**config.mk**
```make
export PLATFORM = sky130hd
export DESIGN_NAME = sram_arbiter
export DESIGN_NICKNAME = d
export VERILOG_FILES = /design/src/rtl/sram_arbiter.sv
export SDC_FILE = /design/constraint.sdc
export NUM_CORES = 1
export LEC_CHECK = 0
export BUFFER_PORTS_ARGS = -buffer_cell sky130_fd_sc_hd__buf_2
export CAP_MARGIN = 20
export CORE_AREA = 2 2 104 86
export DETAILED_ROUTE_END_ITERATION = 12
export DIE_AREA = 0 0 106 88
export PLACE_DENSITY = 0.73
export RECOVER_POWER = 25
export SLEW_MARGIN = 20
export SYNTH_ARGS = -nofsm -noshare
export SYNTH_HDL_FRONTEND = slang
export SYNTH_SLANG_ARGS = --single-unit
```
**constraint.sdc**
```tcl
create_clock -name Clk -period 1.75 [get_ports Clk]
set_clock_uncertainty 0.2 [all_clocks]
set_input_delay 0.0875 -clock Clk [delete_from_list [all_inputs] [get_ports Clk]]
set_output_delay 0.0875 -clock Clk [all_outputs]
set_load 0.05 [all_outputs]
```
**src/rtl/sram_arbiter.sv**
```systemverilog
// Two-requester arbiter and access sequencer for a single asynchronous SRAM port.
// Define SRAM_ARB_RR_EN for round-robin tie-breaking; otherwise cpu has fixed priority.
module sram_arbiter #(
  parameter int ADDR_W        = 20,
  parameter int DATA_W        = 16,
  parameter int ACCESS_CYCLES = 2
) (
  input  logic              Clk,
  input  logic              Reset,
  input  logic              cpu_req,
  input  logic              cpu_we,
  input  logic [ADDR_W-1:0] cpu_addr,
  input  logic [DATA_W-1:0] cpu_wdata,
  output logic [DATA_W-1:0] cpu_rdata,
  output logic              cpu_ack,
  input  logic              aux_req,
  input  logic              aux_we,
  input  logic [ADDR_W-1:0] aux_addr,
  input  logic [DATA_W-1:0] aux_wdata,
  output logic [DATA_W-1:0] aux_rdata,
  output logic              aux_ack,
  output logic              busy,
  output logic [ADDR_W-1:0] ADDR,
  output logic [DATA_W-1:0] Data_to_SRAM,
  output logic              sram_drive,
  input  logic [DATA_W-1:0] Data_from_SRAM,
  output logic              Mem_CE,
  output logic              Mem_UB,
  output logic              Mem_LB,
  output logic              Mem_OE,
  output logic              Mem_WE
);

  typedef enum logic [1:0] {
    IDLE   = 2'd0,
    ACCESS = 2'd1,
    DONE   = 2'd2
  } state_t;

  localparam logic [3:0] LAST_CNT = 4'(ACCESS_CYCLES - 1);

  state_t              state_q, state_d;
  logic [3:0]          cnt_q, cnt_d;
  logic [ADDR_W-1:0]   addr_q, addr_d;
  logic [DATA_W-1:0]   wdata_q, wdata_d;
  logic                we_q, we_d;
  logic                gnt_q, gnt_d;       // 0 = cpu, 1 = aux
  logic [DATA_W-1:0]   cpu_rdata_q, cpu_rdata_d;
  logic [DATA_W-1:0]   aux_rdata_q, aux_rdata_d;
  logic                aux_wins;

`ifdef SRAM_ARB_RR_EN
  logic                last_q, last_d;     // grant id of the previous transaction

  always_comb begin
    aux_wins = aux_req && (!cpu_req || !last_q);
  end
`else
  always_comb begin
    aux_wins = aux_req && !cpu_req;
  end
`endif

  always_comb begin
    state_d     = state_q;
    cnt_d       = cnt_q;
    addr_d      = addr_q;
    wdata_d     = wdata_q;
    we_d        = we_q;
    gnt_d       = gnt_q;
    cpu_rdata_d = cpu_rdata_q;
    aux_rdata_d = aux_rdata_q;
`ifdef SRAM_ARB_RR_EN
    last_d      = last_q;
`endif
    unique case (state_q)
      IDLE: begin
        if (cpu_req || aux_req) begin
          gnt_d   = aux_wins;
          addr_d  = aux_wins ? aux_addr  : cpu_addr;
          wdata_d = aux_wins ? aux_wdata : cpu_wdata;
          we_d    = aux_wins ? aux_we    : cpu_we;
          cnt_d   = 4'd0;
          state_d = ACCESS;
`ifdef SRAM_ARB_RR_EN
          last_d  = aux_wins;
`endif
        end
      end
      ACCESS: begin
        if (cnt_q == LAST_CNT) begin
          state_d = DONE;
          // Data is sampled at the end of the strobe, after the full access time.
          if (!we_q) begin
            if (gnt_q) aux_rdata_d = Data_from_SRAM;
            else       cpu_rdata_d = Data_from_SRAM;
          end
        end else begin
          cnt_d = cnt_q + 4'd1;
        end
      end
      DONE: begin
        state_d = IDLE;
      end
      default: begin
        state_d = IDLE;
      end
    endcase
  end

  always_ff @(posedge Clk) begin
    if (!Reset) begin
      state_q     <= IDLE;
      cnt_q       <= 4'd0;
      addr_q      <= '0;
      wdata_q     <= '0;
      we_q        <= 1'b0;
      gnt_q       <= 1'b0;
      cpu_rdata_q <= '0;
      aux_rdata_q <= '0;
`ifdef SRAM_ARB_RR_EN
      last_q      <= 1'b1;
`endif
    end else begin
      state_q     <= state_d;
      cnt_q       <= cnt_d;
      addr_q      <= addr_d;
      wdata_q     <= wdata_d;
      we_q        <= we_d;
      gnt_q       <= gnt_d;
      cpu_rdata_q <= cpu_rdata_d;
      aux_rdata_q <= aux_rdata_d;
`ifdef SRAM_ARB_RR_EN
      last_q      <= last_d;
`endif
    end
  end

  // Pins decode from registered state only, never from the request inputs.
  always_comb begin
    Mem_CE       = (state_q != ACCESS);
    Mem_UB       = (state_q != ACCESS);
    Mem_LB       = (state_q != ACCESS);
    Mem_OE       = !((state_q == ACCESS) && !we_q);
    Mem_WE       = !((state_q == ACCESS) && we_q);
    sram_drive   = (state_q == ACCESS) && we_q;
    ADDR         = addr_q;
    Data_to_SRAM = wdata_q;
    busy         = (state_q != IDLE);
    cpu_ack      = (state_q == DONE) && !gnt_q;
    aux_ack      = (state_q == DONE) && gnt_q;
    cpu_rdata    = cpu_rdata_q;
    aux_rdata    = aux_rdata_q;
  end

endmodule
```
==> flow_metrics.env <==
export IMPL_status="complete, no violations"
export IMPL_io_pins=171
export IMPL_synth_top_family_by_area="simple AND/OR/NAND/NOR gates"
export IMPL_grt_max_degree=49
export IMPL_dieArea_sq_um=9330
export IMPL_ys_seq_elements=76
export IMPL_r2r_cells=5
export IMPL_synth_nets=479
export IMPL_crit_fanout=6
export IMPL_antenna_found_initial=0
export IMPL_finalCriticalPeriod_ns=1.68
export IMPL_fin_ws_ns=0.0734
export IMPL_finalSetupTns_ns=0
export IMPL_htreeDepth=3
export IMPL_placed_cells=647
export IMPL_die_h_um=88
export IMPL_drv_slew=0
export IMPL_cts_tree="done"
export IMPL_synthXorXnorAreaFrac_pct=0
export IMPL_pre_cts_slack_ns=0.115
export IMPL_critPathKind="reg -> out"
export IMPL_nNetsFinal=736
export IMPL_yosys_top_cells_area="dfxtp_1 46%, nand2_1 14%, mux2i_1 10%"
export IMPL_setup_viol=0
export IMPL_via_per_inst=5.19
export IMPL_max_freq_ghz=0.596
export IMPL_synth_compound_area_share_pct=17.0
export IMPL_drv_cap=0
export IMPL_cts_made_buffers=9
export IMPL_synthDistinctLibCells=34
export IMPL_vias=3932
export IMPL_track_usage_pct=24.9
export IMPL_grt_pass1_wl_mm=18.4
export IMPL_dr_first_iter_drc_count=287
export IMPL_mostFrequentLayoutCells="131 x buf_2, 126 x nand2_1, 93 x dlygate4sd3_1, 76 x dfxtp_1, 40 x a21oi_1"
export IMPL_yosysWarnings=0
export IMPL_finalWirelength_mm=12.0
export IMPL_clockRootBuffer="clkbuf_8"
export IMPL_p_leak_nw=2.62
export IMPL_io_buffer_count=170
export IMPL_tightest_slew_ns=0.758
export IMPL_cp_start_kind="register"
export IMPL_fin_crit_sh_pct=95.8
export IMPL_syn_inst=383
export IMPL_fp_dieW_um=106
export IMPL_overflow=0
export IMPL_yosysTopAreaCell="dfxtp_1"
export IMPL_peakVddDrop_mv=0.573
export IMPL_synthAdderAreaFrac_pct=0.757
export IMPL_rsz0062_at_grt="true"
export IMPL_area_growth_pct=63.3
export IMPL_diodes=0
export IMPL_holdPathStages=4
export IMPL_yosysTopAreaCellShare_pct=46.0
export IMPL_final_common_cell="buf_2"
export IMPL_rows=30
export IMPL_finalHoldViolCount=0
export IMPL_firstDrtPassIters=5
export IMPL_required_ns=1.46
export IMPL_powerDensity_nw_per_um2=875
export IMPL_p_total_mw=4.72
export IMPL_final_cells=757
export IMPL_critPathArrivalTime_ns=1.39
export IMPL_syn_area_sq_um=3310
export IMPL_place_congestion=0.819
export IMPL_yosysSeqAreaShare_pct=46.0
export IMPL_holdWs_ns=0.0422
export IMPL_cts_sinks=76
export IMPL_layout_drive_gt1_share_pct=27.4
export IMPL_clock_latency_ns=0.35
export IMPL_drc=0
export IMPL_hpwl_mm=6.74
export IMPL_synthMuxAreaShare_pct=9.99
export IMPL_clkTransAtPathRegs_ns=0.09
export IMPL_cp_end_kind="primary output"
export IMPL_slew_headroom_pct=49.4
export IMPL_synthSimpleGateAreaFrac_pct=19.8
export IMPL_coreArea_sq_um=8300
export IMPL_syn_avg_cell_area_sq_um=8.63
export IMPL_cts_buffer_depth=2
export IMPL_ant_nets=0
export IMPL_wl_per_cell_um=15.8
export IMPL_start_util_pct=39.9
export IMPL_hp_class="in -> reg"
export IMPL_grt_pass1_vias=3870
[state kept, by name, summed over array words and instances (netlist names)]
signal / count
ADDR: 20
state_q: 2
aux_rdata: 16
cnt_q: 4
gnt_q: 1
Data_to_SRAM: 16
cpu_rdata: 16
we_q: 1
[metal layers]
layer  track usage (%)  up-vias  share of wire [%]
li1                  -     1849                  -
met1              30.9     1813                 41
met2              41.1      238                 49
met3              7.14       32                8.0
met4              10.2        0                2.5
met5                 0        -                  0
[worst max-delay path, stage by stage, from the launching register on]
cell	delay (ns)
dfxtp_1	0.33
nor2b_2	0.16
buf_4	0.16
inv_2	0.11
buf_2	0.27
[power breakdown]
group / internal [mW] / leakage [nW] / switching (mW) / total, mW
logic: 0.484 / 1.89 / 0.898 / 1.38
registers: 1.85 / 0.623 / 0.0789 / 1.93
clock network: 0.684 / 0.102 / 0.727 / 1.41
[final cells by class]
| type | instances | area [sq um] |
|---|---|---|
| clock inverters | 7 | 83.8 |
| inverters | 5 | 18.8 |
| well taps | 112 | 140 |
| fillers | 624 | 2900 |
| flip-flops and latches | 76 | 1520 |
| clock buffers | 9 | 124 |
| multi-input cells | 267 | 1590 |
| repair buffers | 281 | 1930 |
[final timing paths]
path | start | to | slack, ns
worst min register to register | aux_rdata[14] | aux_rdata[14] | 0.27
worst min-delay path | aux_req | gnt_q | 0.04
worst max register to register | state_q[1] | ADDR[10] | 0.13
worst max-delay path | state_q[0] | Mem_CE | 0.07
[Yosys cell counts (all sizes together)]
| library cell | count |
|---|---|
| or3 | 1 |
| dfxtp | 76 |
| nand4b | 1 |
| mux2i | 33 |
| nand3 | 1 |
| nor3 | 2 |
| a41o | 1 |
| buf | 21 |
| nor4 | 1 |
| a21oi | 40 |
| or2 | 1 |
| a311oi | 37 |
| and3b | 1 |
| inv | 5 |
| nand4 | 1 |
| ha | 2 |
| nor2b | 3 |
| nand2 | 126 |
| and3 | 1 |
| nand2b | 4 |
| clkbuf | 14 |
| o22ai | 1 |
| o221ai | 1 |
| nor3b | 2 |
| nand3b | 1 |
| o211ai | 1 |
| nor2 | 4 |
| o21ai | 1 |
[kinds of logic after synthesis]
group | count (synthesis)
AND/OR/NAND/NOR | 150
AO/OA/AOI/OAI | 82
flip-flops | 76
buffers and inverters | 40
multiplexers | 33
adder cells (fa/ha/maj) | 2
[per-stage QoR]
stage               area (sq um)  utilization, %
global placement            4280            51.6
detailed placement          4280            51.6
finish                      5400            65.1
CTS                         5420            65.3
global route                5400            65.1
floorplan                   3310               -
[repair_timing]
item,CTS,global route
hold buffers,93,0
hold endpoints to repair,73,0
setup endpoints to repair,0,11
buffers inserted,0,1
resized for setup,0,3
Power figures use the tool's default switching activity.
